[src/rtl/axis_bram_writer.sv]
// ---------------------------------------------------------------------------
// axis_bram_writer
//
// AXI-Stream slave that writes accepted beats into a BRAM port at consecutive
// word addresses starting at 0. Software arms a capture of `limit` words
// (0 = 2^ADDR_WIDTH). A pass ends at the limit or, optionally, on tlast.
// In one-shot mode the block then returns to idle. In continuous mode the
// pointer wraps to 0 and capture carries on.
//
// Ports
//   aclk, aresetn      clock, async active-low reset
//   limit              words per pass, latched on arm (0 = 2^ADDR_WIDTH)
//   arm                one-cycle pulse, starts a pass from idle or done
//   continuous         1 = ring mode, 0 = one-shot
//   stop_on_tlast      1 = a tlast beat ends the pass
//   s_axis_*           stream slave (never backpressures while capturing)
//   bram_*             BRAM write port; bram_clk is aclk
//   wr_count           words written in the current/last pass
//   busy               high while capturing
//   done               one-cycle pulse when a pass completes
//
// state   | meaning
// --------+-------------------------------------------------------------
// IDLE    | waiting for arm, stream not ready
// CAPTURE | accepting every beat, one BRAM write per beat
// DONE    | one-shot pass finished, done high for this single cycle
// ---------------------------------------------------------------------------
module axis_bram_writer #(
   parameter int DATA_WIDTH = 16,
   parameter int ADDR_WIDTH = 12
) (
   input  logic                      aclk,
   input  logic                      aresetn,
   input  logic [ADDR_WIDTH-1:0]     limit,
   input  logic                      arm,
   input  logic                      continuous,
   input  logic                      stop_on_tlast,
   input  logic [DATA_WIDTH-1:0]     s_axis_tdata,
   input  logic                      s_axis_tvalid,
   input  logic                      s_axis_tlast,
   output logic                      s_axis_tready,
   output logic [DATA_WIDTH-1:0]     bram_wrdata,
   output logic [ADDR_WIDTH-1:0]     bram_addr,
   output logic [DATA_WIDTH/8-1:0]   bram_we,
   output logic                      bram_en,
   output logic                      bram_clk,
   output logic [ADDR_WIDTH:0]       wr_count,
   output logic                      busy,
   output logic                      done
);

   localparam int WE_W = DATA_WIDTH / 8;
   localparam logic [ADDR_WIDTH:0] CNT_ONE = {{ADDR_WIDTH{1'b0}}, 1'b1};
   localparam logic [ADDR_WIDTH:0] CNT_FULL = {1'b1, {ADDR_WIDTH{1'b0}}};

   typedef enum logic [1:0] {
      ST_IDLE    = 2'd0,
      ST_CAPTURE = 2'd1,
      ST_DONE    = 2'd2
   } state_t;

   state_t                state;
   logic [ADDR_WIDTH:0]   ptr;
   logic [ADDR_WIDTH:0]   ptr_inc;
   logic [ADDR_WIDTH:0]   lim_int;
   logic [ADDR_WIDTH:0]   lim_arm;
   logic                  hs;
   logic                  eop;

   assign bram_clk      = aclk;
   assign s_axis_tready = (state == ST_CAPTURE);
   assign busy          = (state == ST_CAPTURE);

   assign hs      = s_axis_tvalid && s_axis_tready;
   assign ptr_inc = ptr + CNT_ONE;
   // ptr is one bit wider than the address so a full 2^ADDR_WIDTH pass
   // compares cleanly without aliasing address 0.
   assign eop     = (ptr_inc == lim_int) || (stop_on_tlast && s_axis_tlast);
   assign lim_arm = (limit == '0) ? CNT_FULL : {1'b0, limit};

   always_ff @(posedge aclk or negedge aresetn) begin
      if (!aresetn) begin
         state       <= ST_IDLE;
         ptr         <= '0;
         lim_int     <= '0;
         bram_addr   <= '0;
         bram_wrdata <= '0;
         bram_we     <= '0;
         bram_en     <= 1'b0;
         wr_count    <= '0;
         done        <= 1'b0;
      end else begin
         case (state)
            ST_IDLE: begin
               bram_we <= '0;
               bram_en <= 1'b0;
               done    <= 1'b0;
               if (arm) begin
                  state    <= ST_CAPTURE;
                  ptr      <= '0;
                  wr_count <= '0;
                  lim_int  <= lim_arm;
               end
            end

            ST_CAPTURE: begin
               if (hs) begin
                  bram_addr   <= ptr[ADDR_WIDTH-1:0];
                  bram_wrdata <= s_axis_tdata;
                  bram_we     <= {WE_W{1'b1}};
                  bram_en     <= 1'b1;
                  // done still high means the previous beat closed a ring
                  // pass, so this beat is the first of the new one.
                  wr_count    <= done ? CNT_ONE : (wr_count + CNT_ONE);
                  done        <= eop;
                  if (eop) begin
                     ptr <= '0;
                     if (!continuous) state <= ST_DONE;
                  end else begin
                     ptr <= ptr_inc;
                  end
               end else begin
                  bram_we <= '0;
                  bram_en <= 1'b0;
                  done    <= 1'b0;
                  // ring pass closed and no beat followed: show the fresh
                  // pass as empty so lim_int is visible for the done cycle only
                  if (done) wr_count <= '0;
               end
            end

            ST_DONE: begin
               bram_we <= '0;
               bram_en <= 1'b0;
               done    <= 1'b0;
               if (arm) begin
                  state    <= ST_CAPTURE;
                  ptr      <= '0;
                  wr_count <= '0;
                  lim_int  <= lim_arm;
               end else begin
                  state <= ST_IDLE;
               end
            end

            default: state <= ST_IDLE;
         endcase
      end
   end

endmodule

[config.mk]
export PLATFORM = sky130hd
export DESIGN_NAME = axis_bram_writer
export DESIGN_NICKNAME = d
export VERILOG_FILES = /design/src/rtl/axis_bram_writer.sv
export SDC_FILE = /design/constraint.sdc
export NUM_CORES = 1
export LEC_CHECK = 0
export ABC_AREA = 1
export CORE_AREA = 2 2 98 100
export DETAILED_ROUTE_END_ITERATION = 10
export DIE_AREA = 0 0 100 102
export PLACE_DENSITY = 0.65
export SYNTH_ARGS = -nofsm -noshare
export SYNTH_HDL_FRONTEND = slang
export SYNTH_SLANG_ARGS = --single-unit
[constraint.sdc]
create_clock -name aclk -period 3.9 [get_ports aclk]
set_input_delay 1.17 -clock aclk [delete_from_list [all_inputs] [get_ports aclk]]
set_output_delay 1.17 -clock aclk [all_outputs]
set_load 0.005 [all_outputs]
After elaboration in Yosys (flattened, before gate mapping)
Cells that the tools add are included.
{"block": "op_classes", "div_mod_pow": 0, "mul": 0, "shifts": 0, "n_lt_le_gt_ge": 0, "mux": 21, "bitwise": 0, "n_eq_ne": 9, "add_sub_neg": 2, "n_reduce_logical": 12}
{"op": "$mux W13", "count": 7}
{"op": "$pmux W13 S2", "count": 2}
{"op": "$add A13 B1 Y13 const B", "count": 2}
{"op": "$eq A13 B13 Y1", "count": 1}
{"op": "$logic_not A12 Y1", "count": 1}
{"op": "$mux W2", "count": 5}
{"op": "$ne A2 B1 Y1 const B", "count": 3}
{"op": "$pmux W2 S3", "count": 1}
{"op": "$reduce_and A3 Y1", "count": 2}
{"op": "$ne A2 B2 Y1 const B", "count": 2}
{"op": "$pmux W1 S2", "count": 2}
{"op": "$pmux W2 S2", "count": 1}
{"op": "$reduce_and A2 Y1", "count": 2}
{"op": "$reduce_and A4 Y1", "count": 1}
{"op": "$mux W1", "count": 3}
{"op": "$ne A3 B1 Y1 const B", "count": 1}
{"op": "$eq A2 B1 Y1 const B", "count": 1}
{"op": "$eq A2 B2 Y1 const B", "count": 1}
{"op": "$logic_and A1 B1 Y1", "count": 2}
{"op": "$logic_not A2 Y1", "count": 1}
{"op": "$reduce_bool A2 Y1", "count": 1}
{"op": "$reduce_or A2 Y1", "count": 1}
{"op": "$logic_or A1 B1 Y1", "count": 1}
{"block": "totals", "romBits": 0, "n_memories": 0, "output_inout_bits": 48, "wordCells": 53, "ramBits": 0, "latchBits": 0, "reg_bits": 73, "inputBits": 35}

Longest topological paths before layout
Gate-level depths: netlist of the first run.
{"block": "depth", "ltp_word": 6, "mapped_depth": 16, "ltp_nobuf": 16}

==> impl.org, run 1 <==
** Run status
- Result of the run :: finished clean

** Die
- The floorplan step defined a die boundary enclosing approximately 0.010 mm².
- Die Wd :: approximately 100 µm
- Row generation in the floorplan step produced 35 rows.
- The floorplan step defined a core boundary enclosing roughly 0.0091 mm².
- Vertical die dimension :: 102 µm
- Number of primary I/O pins :: 83
- For this configuration, the core starts out at a cell density of 0.391.

** STA
- Setup repair after global routing left no endpoint under its margin.
- Final hold analysis gives a worst-case slack of roughly 470 ps.
- Transition time at the pin with the least slew margin :: about 760 ps
- Setup slack after layout :: 123 ps
- The worst pin sits at a relative slew slack of 0.491.
- Final hold violation count :: 0
- Setup violations remaining at the end of the flow were counted as 0.
- Clock skew :: about 13 ps
- The count of pins over their slew limit was 0.
- For the final routed database, the setup TNS stands at 0 ps.

** Cells and area
- Fraction of final layout cells with drive strength greater than 1 :: 0.112
- Number of antenna repair diodes :: 0
- Final nets :: 560
- The filler cells instantiated in the layout total between 800 and 900.
- Leaving out fill and tap cells, the most frequent cell in the layout is sky130_fd_sc_hd__nand2_1.
- FF+latch area :: roughly 0.0018 mm²
- Relative to the synthesized area, the layout overhead comes to 31.5%.
- Area of the multi-input gates :: approximately 0.0015 mm²
- Leading cell types in the layout, fill and taps excluded :: 151 x sky130_fd_sc_hd__nand2_1, 81 x sky130_fd_sc_hd__clkdlybuf4s50_1, 71 x sky130_fd_sc_hd__dfrtp_1

** Critical path
- In this run the critical register-to-register path is captured at state[0].
- Crit. End Element :: output pin
- Nature of the critical path startpoint :: clock port
- Slowest cell on crit path :: sky130_fd_sc_hd__clkdlybuf4s50_1
- Startpoint of the worst register-to-register path :: ptr[0]
- The number of cells on the worst reg-to-reg path is 14.
- The most numerous cell type found on the critical path is sky130_fd_sc_hd__clkbuf_8.
- In this run the worst path has a maximum fanout of 2.
- Capture point of the worst path :: bram_clk
- The signal on the critical path passes through clkbuf_8 > clkbuf_8 > clkdlybuf4s50_1.
- Data on the critical path is required at its endpoint by about 2700 ps.
- At the worst endpoint, the arrival time is 2610 ps.
- Peak per-stage delay on the critical path :: ~430 ps
- Classification of the worst setup path :: clk -> out
- In this run the worst setup path begins at aclk.
- In this run the register-to-register setup slack is around 1700 ps.

** Power and ir drop
- The share of total power dissipated in combinational logic is 0.362.
- Fraction of power spent switching nets :: 0.350
- Of the total power, the clock network draws 0.231.
- Dividing total power by cell area gives a power density of roughly 560 mW/mm².
- Summed over all nets, the switching power comes to 927 µW.
- Highest ir drop seen on vdd :: 0.439 mV
- Total internal power :: between 1500 and 2000 µW
- Leakage power total :: roughly 0.0021 µW
- The share of total power dissipated in sequential elements is 0.407.

** CTS
- # hold bufs at CTS :: 0
- Post-CTS repair changed the size of 0 cells.
- After clock tree synthesis, the clock-pin slew on the worst setup and hold paths is 70 ps.
- TritonCTS built the clock tree.
- Buffers added to address setup during post-CTS repair amount to 0.
- At the later pin of the worst-skew pair, clock insertion delay measures between 400 and 500 ps.

** Routing
- For this block, the routed nets add up to 8160 µm of wire.
- Dividing the detail-routed wire length by the instance count gives ~13 µm.
- In this run the remaining antenna-violating nets after routing total 0.
- The routed layout has 3156 vias.
- For this run, design rule violations remaining after detail routing come to 0.
- Vias per cell :: 4.94
- The pre-antenna-repair detailed-routing pass consisted of 4 iterations.
- Count of routing violations after the opening detailed-route iteration :: between 100 and 150

** Min path
- The worst hold path belongs to the class reg -> reg.

** Logic synthesis
- Number of enable-type register cells in the synthesized netlist :: 0
- Synthesized instance count :: roughly 440
- Total of warnings raised by yosys :: 0
- Of the synthesized area, sequential elements account for 0.498.
- Number of distinct library cells after synthesis :: 35
- After synthesis the netlist holds a flip-flop and latch count of 71.
- Most used DFF post-synth :: sky130_fd_sc_hd__dfrtp_1
- Net Count, Synth :: 474
- The synthesized netlist occupies a cell area of between 0.003 and 0.004 mm².
- Dividing the synthesized area by the synthesized cell count gives 8.16 µm².
- Synth async-reset ratio :: 1.00

** Job
- Max-cap violations in this run came to 0.

** Placement
- The congestion estimate from routability-driven global placement came to approximately 0.83.
- Post-DP HPWL :: 6020 µm
- Buffers added on ports :: 82
- Post-placement setup slack :: ~370 ps

** Global route
- Via count of the first global-routing pass :: just over 3k
- Summed over all layers, the global routing overflow is 0.
- Entering global routing, the biggest net connects 40 pins.
- Wire length of the first global-routing pass :: 14200 µm
- Across every metal layer, demand over resource in global routing totals 0.174.
- The number of antenna violations at the first check in global routing came to 0.
## cell type report
cell class	count	share of cell area
Sequential cell	71	0.379
Inverter	41	0.0328
Clock buffer	15	0.0390
Timing Repair Buffer	86	0.183
Tap cell	111	0.0296
Clock inverter	5	0.00747
Multi-Input combinational cell	310	0.330
## Yosys cell counts, drive strengths merged (2+ instances only)
master / n / area [µm²]
a21oi: 14 / 73.8
buf: 6 / 55.1
clkbuf: 9 / 33.8
dfrtp: 71 / 1780
ha: 2 / 25.0
inv: 41 / 154
mux2: 4 / 45.0
nand2: 154 / 591
nand3: 41 / 210
nand3b: 2 / 15.0
nand4: 5 / 31.3
nor2: 33 / 166
nor3: 4 / 20.0
nor4: 3 / 18.8
o21ai: 21 / 105
o22ai: 14 / 150
or2: 5 / 31.3
xor2: 3 / 26.3
## registers in the layout, summed over array words and instances (netlist names)
| signal | flops |
|---|---|
| bram_addr | 12 |
| wr_count | 13 |
| ptr | 13 |
| lim_int | 13 |
| state | 2 |
| bram_we | 1 |
| bram_wrdata | 16 |
| done | 1 |
## metrics by stage
stage	power, µW	util	area (µm²)	cells
global placement	2070	0.492	4480	620
floorplan	1630	-	3560	437
global route	2870	0.515	4690	639
detailed placement	2090	0.492	4480	620
finish	2650	0.515	4690	639
CTS	2680	0.515	4690	639
## critical path: cells and delay by family
kind,cells,cell delay [ps]
buf+inv,3,660
## power groups by stage
stage	combinational, µW	sequential, µW	clock (µW)
detailed placement	975	1090	21.6
CTS	977	1080	627
floorplan	534	1080	16.6
global route	1090	1110	667
global placement	957	1090	21.6
finish	958	1080	612
## how the worst min path moves through the flow
stage	to	start	depth (start not counted)	slack (ps)
after floorplan	lim_int[4]	lim_int[4]	2	460
after global placement	bram_wrdata[0]	bram_wrdata[0]	2	450
after detailed placement	bram_wrdata[0]	bram_wrdata[0]	2	460
after CTS	bram_wrdata[0]	bram_wrdata[0]	2	480
after global routing	bram_wrdata[15]	bram_wrdata[15]	2	500
final	bram_wrdata[0]	bram_wrdata[0]	2	470
## cell families (layout without fill, tap and decap cells)
family          Yosys count  count (layout)  share of synthesized area
flops                    71              71                      0.498
buf+inv                  56             147                     0.0681
compound gates           52              52                     0.0983
xor+xnor                  4               4                    0.00983
simple gates            248             248                      0.306
fa+ha+maj                 2               2                    0.00702
mux                       4               4                     0.0126
## metal layers
layer | vias to the layer above | global-route usage | routed length (µm)
met5 | - | 0 | 0
met4 | 0 | 0.0653 | 107
met1 | 1489 | 0.228 | 3860
met2 | 67 | 0.284 | 3820
li1 | 1588 | - | -
met3 | 12 | 0.0376 | 370
No activity file was read; power rests on OpenSTA's default activity.
==> run 2: changes to the inputs <==
--- a/config.mk
+++ b/config.mk
@@ -10,6 +10,7 @@
 export DETAILED_ROUTE_END_ITERATION = 10
 export DIE_AREA = 0 0 100 102
 export PLACE_DENSITY = 0.65
+export SLEW_MARGIN = 20
 export SYNTH_ARGS = -nofsm -noshare
 export SYNTH_HDL_FRONTEND = slang
 export SYNTH_SLANG_ARGS = --single-unit
==> results of run 2 <==
No change in the layout: final DEF, timing and power equal those of run 1.
==> run 3: changes to the inputs <==
--- a/config.mk
+++ b/config.mk
@@ -9,6 +9,7 @@
 export CORE_AREA = 2 2 98 100
 export DETAILED_ROUTE_END_ITERATION = 10
 export DIE_AREA = 0 0 100 102
+export GPL_TIMING_DRIVEN = 0
 export PLACE_DENSITY = 0.65
 export SLEW_MARGIN = 20
 export SYNTH_ARGS = -nofsm -noshare
==> run 3 against run 2 <==
Compared with the run above:
- non-clock buffer count increased by 11
- setup slack better by 66 ps
- critical path type unchanged
- highest routed layer unchanged
- critical path depth grew 1
- first-iteration DRC count is 14% lower
- sequential power about the same
==> impl.org, run 3 (same netlist as run 1, synthesis figures left out) <==
** Run status
- Result of the run :: finished clean

** STA
- Across the routed clock network, the largest skew measured is between 10 and 15 ps.
- The final hold violation count is 0.
- Unrepaired setup endpoints after global routing :: false
- Relative slew margins :: 0.481
- Final-report max-slew violation count :: 0
- Final setup vio count :: 0
- For the pin with the worst max-slew slack, the measured transition is 779 ps.

** Critical path
- Nature of the critical path startpoint :: clock port
- The worst register-to-register path begins at ptr[0].
- Worst Path Arrival :: around 2500 ps
- The worst setup path is captured at an output pin.
- The critical path in this run is classified as clk -> out.
- Setup crit start :: aclk
- The largest single stage delay on the critical path is roughly 250 ps.
- Slowest cell on crit path :: sky130_fd_sc_hd__dlygate4sd2_1
- Counting stages on the worst path, the most repeated cell is sky130_fd_sc_hd__clkbuf_8.
- Walking the worst path, the cells encountered are clkbuf_8 > clkbuf_8 > buf_4 > dlygate4sd2_1.
- CP max FO :: 2
- Worst endpoint required time :: 2730 ps

** Global route
- The first global-routing pass estimated 14200 µm of wire.
- The number of antenna violations at the first check in global routing came to 0.
- For this run, the total global-route usage over all layers was measured as 0.176.
- The via count of the first global-routing pass came to a little over 3k.
- The total overflow left after global routing is 0.
- Entering global routing, the biggest net connects a little under 50 pins.

** Min path
- HP Start :: bram_wrdata[6]
- Hold WC Path Type :: reg -> reg

** Cells and area
- Of the cells placed in the final design, the portion with a size suffix greater than 1 is 0.117.
- Final nets :: approximately 570
- Area growth syn-to-layout :: 33.9%
- Area of the multi-input gates :: 0.00155 mm²
- Number of antenna repair diodes :: 0
- Largest register FFs :: 16
- The filler cells instantiated in the layout total 871.
- Register with the highest flop count :: bram_wrdata
- Leading cell types in the layout, fill and taps excluded :: 151 x sky130_fd_sc_hd__nand2_1, 80 x sky130_fd_sc_hd__clkdlybuf4s50_1, 71 x sky130_fd_sc_hd__dfrtp_1
- Most common cell after layout, fill and taps aside :: sky130_fd_sc_hd__nand2_1
- Once layout is complete, the utilization of the core stands at 0.524.
- The sequential cells in the finished layout cover a total of 0.00178 mm².

** Placement
- Detailed placement finished with a half-perimeter wire length of ~6300 µm.
- Buffers added on ports :: 82
- At the end of routability-driven placement, the weighted congestion stood at 0.835.

** Die
- After floorplanning, the core was sized to cover approximately 0.009 mm².
- Effective utilization at floorplan :: 0.391
- Vertical die dimension :: between 100 and 150 µm
- In this run the count of I/O pins placed on the die edge is 83.
- The die covers between 0.01 and 0.015 mm².
- The initialized floorplan defines 35 standard-cell rows.
- Die Wd :: 100 µm

** Routing
- In the final routed layout, each cell accounts on average for 12.8 µm.
- Number of iterations in the first detailed-routing pass :: 4
- Count of routing violations after the opening detailed-route iteration :: between 90 and 100
- Post-detailed-route DRC marker count :: 0
- Dividing the detail-routed via count by the number of cells gives 4.82.
- Routed Antenna Nets :: 0
- The final layout contains routed wiring with a total length of roughly 8300 µm.
- For this block, the via count after detailed routing is between 3k and 4k.

** CTS
- TritonCTS built the clock tree.
- After clock tree synthesis, the flow added hold-fix buffers numbering 0.
- The later pin in the worst-skew pair is clocked with a latency of ~460 ps.
- CTS clock-pin slew for the worst setup and hold paths :: about 70 ps

** Job
- The tool flagged a number of max-cap violations equal to 0.

** Power and ir drop
- IR analysis of the VDD net gives a maximum drop of 0.326 mV.
- Total power for the finished layout comes to 2720 µW.
- In this run the power density over the cells is between 500 and 600 mW/mm².
- For this design the static power due to leakage is around 0.0022 µW.
[run 3: cell count changes in the layout (fill, tap and decap cells not counted)]
cell	delta
sky130_fd_sc_hd__buf_16	+1
sky130_fd_sc_hd__clkbuf_1	+7
sky130_fd_sc_hd__clkinvlp_4	+2
sky130_fd_sc_hd__clkinv_4	-2
sky130_fd_sc_hd__buf_4	+1
sky130_fd_sc_hd__clkbuf_8	+2
sky130_fd_sc_hd__clkdlybuf4s50_1	-1
sky130_fd_sc_hd__dlygate4sd2_1	+1
[run 3: path summary, 6_finish.rpt]
check / end / depth (start not counted) / slack [ps]
max: bram_clk / 4 / 190
min: bram_wrdata[6] / 2 / 470
max reg2reg: ptr[7] / 13 / 1730
min reg2reg: bram_wrdata[6] / 2 / 470
max in group asynchronous: bram_addr[6] / 2 / 2740
min in group asynchronous: bram_wrdata[10] / 1 / 620
[run 3: cell type report]
class,instances,share of cell area
inverter,41,0.0322
clock inverter,5,0.00682
sequential,71,0.372
buffer,15,0.0186
clock buffer,15,0.0422
tap,111,0.0291
timing repair buffer,82,0.175
multi-input combinational,310,0.324
[run 3: critical path: cells and delay by family]
family | cells | cell delay [ps]
buffers and inverters | 4 | 590
[run 3: timing repair]
item	CTS	global route
endpoints found under the setup margin	1	0
resized for setup	1	0
setup buffers	0	0
[run 3: routing by layer]
metal  up-vias  GRT usage  routed length [µm]
met3        16     0.0499                 400
met4         0     0.0590                 127
li1       1615          -                   -
met2        66      0.283                3830
met5         -          0                   0
met1      1438      0.232                3980
[run 3: per-stage QoR]
step | setup WS [ps] | cell area [µm²] | hold slack, ps | setup TNS (ps) | std cells
after detailed placement | 253 | 4550 | 459 | 0 | 631
after floorplan | 669 | 3560 | 462 | 0 | 437
final | 189 | 4770 | 472 | 0 | 650
after global routing | 167 | 4770 | 499 | 0 | 650
after CTS | 179 | 4770 | 477 | 0 | 650
after global placement | -825 | 4520 | 453 | -58330 | 630
[run 3: power by group]
group / leakage (µW) / internal (µW) / total [µW] / switching, µW
combinational: 0.00112 / 487 / 988 / 501
sequential: 0.000922 / 935 / 1080 / 143
clock: 0.000119 / 350 / 649 / 299
total: 0.00216 / 1770 / 2720 / 943
